[config.mk]
export PLATFORM = sky130hd
export DESIGN_NAME = order_decode
export DESIGN_NICKNAME = d
export VERILOG_FILES = /design/src/rtl/order_decode.sv
export SDC_FILE = /design/constraint.sdc
export NUM_CORES = 1
export LEC_CHECK = 0
export ABC_AREA = 1
export CORE_ASPECT_RATIO = 1.1
export CORE_MARGIN = 2
export CORE_UTILIZATION = 35
export DETAILED_ROUTE_END_ITERATION = 10
export GPL_TIMING_DRIVEN = 0
export PLACE_DENSITY_LB_ADDON = 0.1
export SYNTH_ARGS = -nofsm -noshare
export SYNTH_HDL_FRONTEND = slang
export SYNTH_SLANG_ARGS = --single-unit
[constraint.sdc]
create_clock -name clk -period 2.22 [get_ports clk]
set_input_delay 0.666 -clock clk [delete_from_list [all_inputs] [get_ports clk]]
set_output_delay 0.666 -clock clk [all_outputs]
set_load 0.01 [all_outputs]
[src/rtl/order_decode.sv]
// Receive-side order frame decoder: validates 2-beat AXI-Stream order frames,
// presents decoded orders on a registered valid/ready port and counts good/bad frames.
//
// state   | meaning
// S_HDR   | waiting for header beat (side byte + order id)
// S_PAY   | header accepted, waiting for price/qty beat with tlast
// S_DRAIN | bad frame in progress, discarding beats up to tlast
module order_decode #(
  parameter int DATA_W = 64,
  parameter int CNT_W  = 16
) (
  input  logic              clk,
  input  logic              rst_n,
  input  logic [DATA_W-1:0] s_axis_tdata,
  input  logic              s_axis_tvalid,
  input  logic              s_axis_tlast,
  output logic              s_axis_tready,
  output logic              out_valid,
  input  logic              out_ready,
  output logic              out_buy,
  output logic [31:0]       out_id,
  output logic [31:0]       out_px,
  output logic [31:0]       out_qty,
  output logic              err_pulse,
  output logic [CNT_W-1:0]  frames_ok,
  output logic [CNT_W-1:0]  frames_err
);

  typedef enum logic [1:0] {
    S_HDR   = 2'd0,
    S_PAY   = 2'd1,
    S_DRAIN = 2'd2
  } state_t;

  localparam logic [7:0] SIDE_BUY  = 8'h42;
  localparam logic [7:0] SIDE_SELL = 8'h53;

  state_t            r_state;
  state_t            w_state_nxt;
  logic              r_live;
  logic              r_hdr_buy;
  logic [31:0]       r_hdr_id;
  logic              r_out_valid;
  logic              r_buy;
  logic [31:0]       r_id;
  logic [31:0]       r_px;
  logic [31:0]       r_qty;
  logic              r_err;
  logic [CNT_W-1:0]  r_ok_cnt;
  logic [CNT_W-1:0]  r_err_cnt;

  logic              w_tready;
  logic              w_beat;
  logic              w_out_hs;
  logic [7:0]        w_side;
  logic              w_side_ok;
  logic              w_hdr_load;
  logic              w_pay_load;
  logic              w_bad;
  logic              w_unused;

  assign w_side    = s_axis_tdata[63:56];
  assign w_side_ok = (w_side == SIDE_BUY) || (w_side == SIDE_SELL);
  assign w_unused  = ^s_axis_tdata[55:32];

  // r_live keeps tready low while held in reset; only a pending, unaccepted
  // order blocks the payload beat, so headers and drained beats always flow.
  assign w_tready = r_live && !((r_state == S_PAY) && r_out_valid && !out_ready);
  assign w_beat   = s_axis_tvalid && w_tready;
  assign w_out_hs = r_out_valid && out_ready;

  always_comb begin
    w_state_nxt = r_state;
    w_hdr_load  = 1'b0;
    w_pay_load  = 1'b0;
    w_bad       = 1'b0;
    case (r_state)
      S_HDR: begin
        if (w_beat) begin
          if (s_axis_tlast) begin
            w_bad = 1'b1;
          end else if (w_side_ok) begin
            w_hdr_load  = 1'b1;
            w_state_nxt = S_PAY;
          end else begin
            w_state_nxt = S_DRAIN;
          end
        end
      end
      S_PAY: begin
        if (w_beat) begin
          if (s_axis_tlast) begin
            w_pay_load  = 1'b1;
            w_state_nxt = S_HDR;
          end else begin
            w_state_nxt = S_DRAIN;
          end
        end
      end
      S_DRAIN: begin
        if (w_beat && s_axis_tlast) begin
          w_bad       = 1'b1;
          w_state_nxt = S_HDR;
        end
      end
      default: w_state_nxt = S_HDR;
    endcase
  end

  always_ff @(posedge clk or negedge rst_n) begin
    if (!rst_n) begin
      r_state <= S_HDR;
      r_live  <= 1'b0;
    end else begin
      r_state <= w_state_nxt;
      r_live  <= 1'b1;
    end
  end

  always_ff @(posedge clk or negedge rst_n) begin
    if (!rst_n) begin
      r_hdr_buy <= 1'b0;
      r_hdr_id  <= 32'd0;
    end else if (w_hdr_load) begin
      r_hdr_buy <= (w_side == SIDE_BUY);
      r_hdr_id  <= s_axis_tdata[31:0];
    end
  end

  // A new payload may load on the same edge the previous order is handed off.
  always_ff @(posedge clk or negedge rst_n) begin
    if (!rst_n) begin
      r_out_valid <= 1'b0;
      r_buy       <= 1'b0;
      r_id        <= 32'd0;
      r_px        <= 32'd0;
      r_qty       <= 32'd0;
    end else if (w_pay_load) begin
      r_out_valid <= 1'b1;
      r_buy       <= r_hdr_buy;
      r_id        <= r_hdr_id;
      r_px        <= s_axis_tdata[63:32];
      r_qty       <= s_axis_tdata[31:0];
    end else if (w_out_hs) begin
      r_out_valid <= 1'b0;
    end
  end

  always_ff @(posedge clk or negedge rst_n) begin
    if (!rst_n) begin
      r_err     <= 1'b0;
      r_ok_cnt  <= '0;
      r_err_cnt <= '0;
    end else begin
      r_err <= w_bad;
      if (w_pay_load && (r_ok_cnt != {CNT_W{1'b1}})) begin
        r_ok_cnt <= r_ok_cnt + 1'b1;
      end
      if (w_bad && (r_err_cnt != {CNT_W{1'b1}})) begin
        r_err_cnt <= r_err_cnt + 1'b1;
      end
    end
  end

  assign s_axis_tready = w_tready;
  assign out_valid     = r_out_valid;
  assign out_buy       = r_buy;
  assign out_id        = r_id;
  assign out_px        = r_px;
  assign out_qty       = r_qty;
  assign err_pulse     = r_err;
  assign frames_ok     = r_ok_cnt;
  assign frames_err    = r_err_cnt;

endmodule

=== Word-level counts from Yosys, hierarchy flattened ===
Cells that the tools add are included.

* Output and inout bits: 132
* Bits in registers: 167
* Input bits: 69

* Reductions and logical operators: 14
* Muxes and demuxes: 18
* Equal/unequal tests: 10
* Add/subtract/negate cells: 2

{| class="wikitable"
|+ Operators with widths
! operator !! number
|-
| $add 16x1->16 const B || 2
|-
| $ne 16x16->1 const B || 2
|-
| $eq 8x7->1 const B || 2
|-
| $mux 2 || 6
|-
| $mux 1 || 10
|-
| $logic_and 1x1->1 || 8
|-
| $ne 2x2->1 const B || 4
|-
| $pmux 2 s3 || 1
|-
| $reduce_and 4->1 || 1
|-
| $eq 2x1->1 const B || 1
|-
| $eq 2x2->1 const B || 1
|-
| $logic_not 1->1 || 2
|-
| $logic_not 2->1 || 1
|-
| $pmux 1 s2 || 1
|-
| $reduce_bool 2->1 || 1
|-
| $logic_or 1x1->1 || 1
|}

=== Longest topological paths before layout ===
Gate-level depths: netlist of the first run.

* Depth in word-level cells: 10
* Mapped depth: 10
* Mapped depth without buffers: 9

=== Worst setup path after synthesis of the first run ===
Ideal clock, no wire load.

* Kind: in2out
* Start: in out_ready
* End: out s_axis_tready
* Stages on the path: 2
* Arrival: 1.083 ns
* Buffers on the path: 0
* Slack: 0.471 ns
* Required time: 1.554 ns
* Cell sequence: nor2_1 a21boi_0

* Cells in the longest elaborated chain, start to end: 4

{| class="wikitable"
|+ RTL lines
! item !! line !! source
|-
| start: declaration || 19 || <nowiki>input logic out_ready,</nowiki>
|-
| $logic_not 1->1 || 68 || <nowiki>assign w_tready = r_live && !((r_state == S_PAY) && r_out_valid && !out_ready);</nowiki>
|-
| $logic_and 1x1->1 || 68 ||
|-
| $logic_not 1->1 || 68 ||
|-
| $logic_and 1x1->1 || 68 ||
|-
| end: declaration || 17 || <nowiki>output logic s_axis_tready,</nowiki>
|}

No other way between the ends.

=== Final worst setup path of the first run ===
* Start: reg r_ok_cnt[5], in the netlist frames_ok[5]
* End: out frames_ok[5]

{| class="wikitable"
|+ RTL lines
! item !! line !! source
|-
| start: declaration || 49 || <nowiki>logic [CNT_W-1:0] r_ok_cnt;</nowiki>
|-
| start signal: assignment || 157 || <nowiki>r_ok_cnt <= r_ok_cnt + 1'b1;</nowiki>
|-
| end: declaration || 25 || <nowiki>output logic [CNT_W-1:0] frames_ok,</nowiki>
|}

No word-level cell between the ends.

==> results.toml, run 1 <==
[worst_setup_path]
r2r-end = "frames_ok[10]"
critical-path-max-stage-delay_ps = 580
worstSetupPathType = "reg2out"
critPathLaunch = "frames_ok[5]"
rr_worst_depth = 8
rr_startpoint = "frames_ok[0]"
crit_chain = "clkdlybuf4s50_1"
path_max_fanout = 6
crit_buf_inv = 1
cp-start-kind = "flip-flop"
path_depth = 1
cp_top_family = "buffers and inverters"
cp_slowest_cell = "clkdlybuf4s50_1"
endpoint = "frames_ok[5]"
cp-end-kind = "output port"
crit_required_ps = 1550
crit_arrival_ps = 1490
regToRegSetupSlack_ps = 300

[cells_and_area]
n_fill_cell = 2013
syn_to_final_growth_pct = 40.72
ff_latch_area_um2 = 4183
multiInputGateArea_um2 = 2765
antenna_cells = 0
drive_above_1_share_pct = 8.004
final_nets = 1171

[detailed_routing]
vias = 6219
vias_per_cell = 4.546
post-route-drc-count = 0
drt-wirelength-per-cell_um = 14.10
drt_first_pass_iters = 4
routed_wl_mm = 19.29
drt_iter0_drc = 301
ant_nets = 0

[power]
power_density_nw_per_um2 = 654.1
irDropWorstVdd_mv = 0.4898
leakagePower_nw = 5.179
power_mw = 6.697

[sta]
max_slew_margin_pct = 55.63
finalHoldViolCount = 0
min_period_ps = 2152
fmax_mhz = 464.7
drv_slew = 0
fin_setup_tns_ps = 0
finalCritPeriodShare_pct = 96.93
rsz0062_at_grt = "no"
worstMarginPinSlew_ps = 665.6
finalSetupViolCount = 0
fin_skew_ps = 9.776

[global_routing]
grt_max_degree = 86
grt_pass1_vias = 6161
overflow = 0
antenna_found_initial = 0
grt_pass1_wl_mm = 31.68
grt_use_total_pct = 18.32

[clocking]
ctsHoldBuffers = 0
clk-insertion-delay-late_ps = 420
cts_tree = "done"
post_cts.resized_instances = 7
cts_root_buf = "clkbuf_16"
cts_buffers = 17
cts_sinks = 167
post_cts_buffers = 0
htree_levels = 4
clk_pin_slew_ps = 70
ctsLongestPathBuffers = 2

[logic_synthesis]
syn_nets = 951
synth-seq-cells = 167
avgSynthCellArea_um2 = 8.268
ys_seq_area_share_pct = 57.44
synth_area_um2 = 7276
yosysWarnings = 0
synth_cell_types = 30
synthTopCellsByArea = "dfrtp_1 (57%), nand2_1 (25%), o21ai_0 (3.2%)"
synth_top_area_cell = "dfrtp_1"
netlist_instances = 880
netlist.area_leader.share_pct = 57.44

[placed_design]
hpwl_mm = 14.06
io_buffers = 200
globalplace.congestion = 0.8407

[floorplanning]
chipWidth_um = 141.5
core_area_um2 = 20510
pin_count = 201
row_count = 55
die_y_um = 155.2
die_area_um2 = 21960
start_util_pct = 35.48

[worst_hold_path]
hp-class = "in2async"

[outcome]
status = "complete, no violations"

[run]
cap_violations = 0
## how the worst min path moves through the flow
stage | startpoint | end | slack [ps] | cells past startpoint
4_1_cts | rst_n | frames_ok[0] | 250 | 1
3_5_place_dp | out_px[18] | out_px[18] | 460 | 2
2_1_floorplan | rst_n | err_pulse | 370 | 0
6_report | rst_n | frames_ok[0] | 210 | 1
5_1_grt | rst_n | frames_ok[0] | 270 | 1
3_3_place_gp | out_qty[23] | out_qty[23] | 450 | 2
## power breakdown
group	leakage (nW)	total (mW)	switching (mW)	internal, mW
combinational	2.57	0.504	0.245	0.259
clock	0.294	3.01	1.27	1.74
sequential	2.31	3.18	0.0755	3.11
total	5.18	6.70	1.59	5.10
## cells in the mapped netlist (all sizes together)
cell,n
nor2,37
a21boi,1
xor2,8
or2,1
inv,34
nor3,5
nand3,39
xnor2,6
clkbuf,6
o21ai,50
buf,30
nand2,478
conb,1
nand3b,1
nand4,13
dfrtp,167
ha,2
nor4,1
## layer usage
metal | global-route usage, % | vias to the layer above | wire, um
met1 | 24.30 | 2877 | 9002
met3 | 4.401 | 11 | 885
met4 | 4.810 | 0 | 143
met5 | 0 | - | 0
li1 | - | 3187 | -
met2 | 30.26 | 144 | 9260
## cell usage in the layout (no fill, tap or decap), types with 3 or more instances in the layout
cell type	count
buf_4	12
nand3_2	3
nand4_1	10
clkinv_2	3
inv_1	32
clkbuf_1	4
xnor2_1	6
inv_6	4
clkdlybuf4s50_1	197
nand4_2	3
xor2_1	8
buf_2	17
dfrtp_2	3
clkbuf_16	17
nor2_1	30
o21ai_0	47
o21ai_1	3
nor3_1	3
nand3_1	36
nor2_4	6
dfrtp_1	164
nand2_1	476
## flip-flops by register name (all words and copies together), names as in the netlist
signal / cells
out_qty: 32
r_state: 2
out_buy: 1
r_live: 1
r_hdr_id: 32
r_hdr_buy: 1
out_id: 32
out_valid: 1
frames_ok: 16
frames_err: 16
out_px: 32
err_pulse: 1
## final cells by class
cell class	instances	share of cell area (%)
multi-input cells	643	27.01
flip-flops and latches	167	40.85
inverters	34	1.246
well taps	256	3.128
plain buffers	36	2.126
repair buffers	201	19.85
clock buffers	19	4.424
clock inverters	12	1.369
## through the flow
stage / instances / utilization, % / instance area, um2 / worst slack (ps) / hold slack (ps)
floorplan: 880 / - / 7276 / 470.8 / 370.4
global placement: 1336 / 46.80 / 9598 / -6807 / 452.9
detailed placement: 1337 / 46.96 / 9630 / -432.2 / 457.2
CTS: 1368 / 49.87 / 10230 / 0.6811 / 246.3
global route: 1368 / 49.93 / 10240 / 4.520 / 271.6
finish: 1368 / 49.93 / 10240 / 68.24 / 211.9
## cell families after synthesis
family | synth area share, %
simple gates | 32.21
compound gates | 3.543
buf+inv | 4.729
fa+ha+maj | 0.3439
xor+xnor | 1.685
other cells | 0.05154
flops | 57.44
Note: power is estimated with default switching activity, not from simulation.
==> inputs of run 2 (changes only) <==
CTS_CLUSTER_SIZE = 12   (was default)
clock period = 2.3 ns   (was 2.22 ns; I/O delays follow)
==> results.toml, run 2 (same netlist as run 1, synthesis figures left out) <==
[outcome]
status = "complete, no violations"

[global_routing]
grt_pass1_vias = 6161
grt_pass1_wl_mm = 31.68
overflow = 0
grt_max_degree = 86
antenna_found_initial = 0
grt_use_total_pct = 18.32

[worst_setup_path]
crit_chain = "clkdlybuf4s50_1"
path_max_fanout = 6
cp_top_family = "buffers and inverters"
crit_buf_inv = 1
critical-path-max-stage-delay_ps = 600
crit_required_ps = 1610
cp-start-kind = "flip-flop"
worstSetupPathType = "reg2out"
crit_arrival_ps = 1500
cp-end-kind = "output port"
cp_slowest_cell = "clkdlybuf4s50_1"

[clocking]
cts_tree = "done"
clk-insertion-delay-late_ps = 420
cts_buffers = 17
cts_sinks = 167
ctsHoldBuffers = 0
clk_pin_slew_ps = 70
cts_root_buf = "clkbuf_16"
ctsLongestPathBuffers = 2
htree_levels = 4

[cells_and_area]
syn_to_final_growth_pct = 40.65
final_cell_mix = "nand2_1 (476), clkdlybuf4s50_1 (197), dfrtp_1 (167)"
stdcell_area_um2 = 10230
n_fill_cell = 2016
post-route-util_pct = 49.90
layout_commonest_cell = "nand2_1"
final_nets = 1171
drive_above_1_share_pct = 7.644
antenna_cells = 0

[detailed_routing]
post-route-drc-count = 0
ant_nets = 0
routed_wl_mm = 19.29
drt_iter0_drc = 279
drt_first_pass_iters = 4
vias_per_cell = 4.549
vias = 6223
drt-wirelength-per-cell_um = 14.10

[floorplanning]
die_area_um2 = 21960
die_y_um = 155.2
chipWidth_um = 141.5
core_area_um2 = 20510
pin_count = 201
row_count = 55
start_util_pct = 35.48

[placed_design]
globalplace.congestion = 0.8407
hpwl_mm = 14.06
io_buffers = 200
place_area_um2 = 9630

[sta]
whs_ps = 243.1
fin_skew_ps = 9.603
max_slew_margin_pct = 54.90
min_period_ps = 2192
rsz0062_at_grt = "no"
drv_slew = 0
finalSetupViolCount = 0
worstMarginPinSlew_ps = 676.5
finalHoldViolCount = 0
fmax_mhz = 456.2
finalCritPeriodShare_pct = 95.30

[power]
leakagePower_nw = 5.181
power_density_nw_per_um2 = 632.1
power_mw = 6.469
irDropWorstVdd_mv = 0.4724

[worst_hold_path]
hp-class = "in2async"

[run]
cap_violations = 0
## run 2: changes by cell type in the layout (fill, tap and decap cells not counted)
cell,before,now
clkbuf_1,4,5
dfrtp_2,3,0
clkbuf_2,2,1
dfrtp_1,164,167
## run 2: final timing paths
kind,start,to,slack (ps),cells after the start
setup reg to reg,frames_ok[0],frames_ok[10],390,8
min in group clk,out_qty[6],out_qty[6],470,2
setup / recovery,frames_ok[2],frames_ok[2],110,1
hold reg to reg,out_qty[6],out_qty[6],470,2
max in group asynchronous,rst_n,out_id[20],1190,2
hold / removal,rst_n,frames_ok[0],240,1
## run 2: metrics by stage
step	TNS [ps]	instances	setup slack [ps]
2_1_floorplan	0	880	502.8
3_3_place_gp	-1146060	1336	-6751
3_5_place_dp	-20350	1337	-400.2
4_1_cts	0	1368	32.68
5_1_grt	0	1368	29.83
6_report	0	1368	108.2
## run 2: repair_timing
action,CTS,global route
resized for setup,7,3
cloned,0,0
endpoints found under the setup margin,1,32
setup buffers,0,0
## run 2: per-layer routing
layer  up-vias  wire length, um  GRT usage [%]
met2       146             9250          30.26
li1       3185                -              -
met5         -                0              0
met1      2881             9011          24.30
met3        11              881          4.401
met4         0              143          4.810
## run 2: power breakdown
group | switching (mW) | total [mW] | internal [mW]
combinational | 0.237 | 0.487 | 0.250
sequential | 0.0729 | 3.07 | 3.00
clock | 1.23 | 2.91 | 1.68
total | 1.54 | 6.47 | 4.93
## run 2: cell type report
cell class / count / area [um2] / area share, %
plain buffers: 36 / 216.5 / 2.115
clock buffers: 19 / 452.9 / 4.426
clock inverters: 12 / 140.1 / 1.369
inverters: 34 / 127.6 / 1.247
multi-input cells: 643 / 2765 / 27.02
flip-flops and latches: 167 / 4179 / 40.84
well taps: 256 / 320.3 / 3.130
repair buffers: 201 / 2032 / 19.86
==> inputs of run 3 (changes only) <==
DONT_BUFFER_PORTS = 1   (was default)
==> results.toml, run 3 (same netlist as run 1, synthesis figures left out) <==
[power]
power_density_nw_per_um2 = 746.4
irDropWorstVdd_mv = 0.4853
leakagePower_nw = 4.433

[floorplanning]
core_area_um2 = 20510
die_area_um2 = 21960
pin_count = 201
die_y_um = 155.2
chipWidth_um = 141.5
row_count = 55
start_util_pct = 35.48

[sta]
rsz0062_at_grt = "no"
fmax_mhz = 463.7
fin_skew_ps = 15.38
min_period_ps = 2157
worstMarginPinSlew_ps = 804.6
max_slew_margin_pct = 45.87
finalSetupViolCount = 0
setup_slack_ps = 143.4
finalCritPeriodShare_pct = 93.77
drv_slew = 0
finalHoldViolCount = 15
whs_ps = -46.80
fin_setup_tns_ps = 0

[cells_and_area]
stdcell_area_um2 = 8187
final_nets = 970
drive_above_1_share_pct = 8.882
ff_latch_area_um2 = 4179
n_fill_cell = 2168
syn_to_final_growth_pct = 12.52
final_cell_mix = "nand2_1 (476), dfrtp_1 (167), o21ai_0 (47)"
multiInputGateArea_um2 = 2753
antenna_cells = 0
layout_commonest_cell = "nand2_1"

[clocking]
clk_pin_slew_ps = 70
cts_tree = "done"
post_cts.resized_instances = 0
cts_buffers = 17
post_cts_buffers = 0
cts_root_buf = "clkbuf_16"
clk-insertion-delay-late_ps = 430
ctsLongestPathBuffers = 2
cts_sinks = 167
htree_levels = 4

[worst_setup_path]
rr_worst_depth = 8
crit_arrival_ps = 1470
worstSetupPathType = "reg2out"
crit_chain = "inv_1 > nor2_1 > a21boi_0"
critical-path-max-stage-delay_ps = 470
cp_slowest_cell = "a21boi_0"
path_max_fanout = 3
cp-start-kind = "flip-flop"
cp-end-kind = "output port"
crit_required_ps = 1610

[worst_hold_path]
hp-class = "in2async"

[placed_design]
place_area_um2 = 7596
dp_slack_ps = 44.25
globalplace.congestion = 0.8144
hpwl_mm = 13.28
io_buffers = 0

[detailed_routing]
vias = 5418
highest_layer = "met4"
ant_nets = 0
post-route-drc-count = 0
met1_length_mm = 8.246
route.met2.wl_mm = 8.791
drt_iter0_drc = 288
wl_met3_mm = 1.414
drt_first_pass_iters = 4
vias_per_cell = 4.639
routed_wl_mm = 18.67
drt-wirelength-per-cell_um = 15.98

[global_routing]
grt_use_total_pct = 17.79
overflow = 0
grt_max_degree = 168
grt_pass1_wl_mm = 30.59
antenna_found_initial = 0
grt_pass1_vias = 5589

[run]
cap_violations = 0

[outcome]
violations = "hold timing"
status = "finished, violations left"
-- run 3: per-stage QoR --
step | util [%] | cells | power (mW) | hold WS [ps]
after floorplan | - | 880 | 3.288 | 394.4
after global placement | 37.04 | 1136 | 3.336 | 399.7
after detailed placement | 37.04 | 1136 | 3.340 | 399.7
after CTS | 39.92 | 1168 | 6.217 | -72.13
after global routing | 39.92 | 1168 | 6.382 | -84.99
final | 39.92 | 1168 | 6.110 | -46.80
-- run 3: layout make-up --
| cell class | instances | share of cell area (%) |
|---|---|---|
| buffer | 36 | 2.644 |
| clock buffer | 18 | 5.365 |
| clock inverter | 14 | 1.849 |
| inverter | 34 | 1.559 |
| multi-input combinational | 643 | 33.62 |
| sequential | 167 | 51.05 |
| tap | 256 | 3.913 |
-- run 3: routing by layer --
metal  GRT usage [%]  vias up
met1           22.44     2463
met2           28.80      158
met4           5.571        0
met5               0        -
li1                -     2778
met3           6.217       19
-- run 3: power by group --
part | switching, mW | internal [mW] | total (mW)
logic | 0.108 | 0.0701 | 0.179
registers | 0.103 | 3.00 | 3.10
clock network | 1.34 | 1.49 | 2.83
total | 1.56 | 4.55 | 6.11
-- run 3: path summary, 6_finish.rpt --
kind | endpoint | slack (ps) | from
max | s_axis_tready | 140 | out_valid
min | frames_ok[13] | -50 | rst_n
max reg2reg | frames_ok[11] | 330 | frames_ok[0]
min reg2reg | out_id[18] | 470 | r_hdr_id[18]
max in group asynchronous | frames_ok[11] | 1820 | rst_n
min in group clk | out_qty[13] | 370 | s_axis_tdata[13]
-- run 3: critical path: cells and delay by family, from the launching register on --
kind,cells,cell delay [ps]
AOI/OAI and AO/OA,1,470
buffers and inverters,1,70
DFF,1,430
and+or+nand+nor,1,80
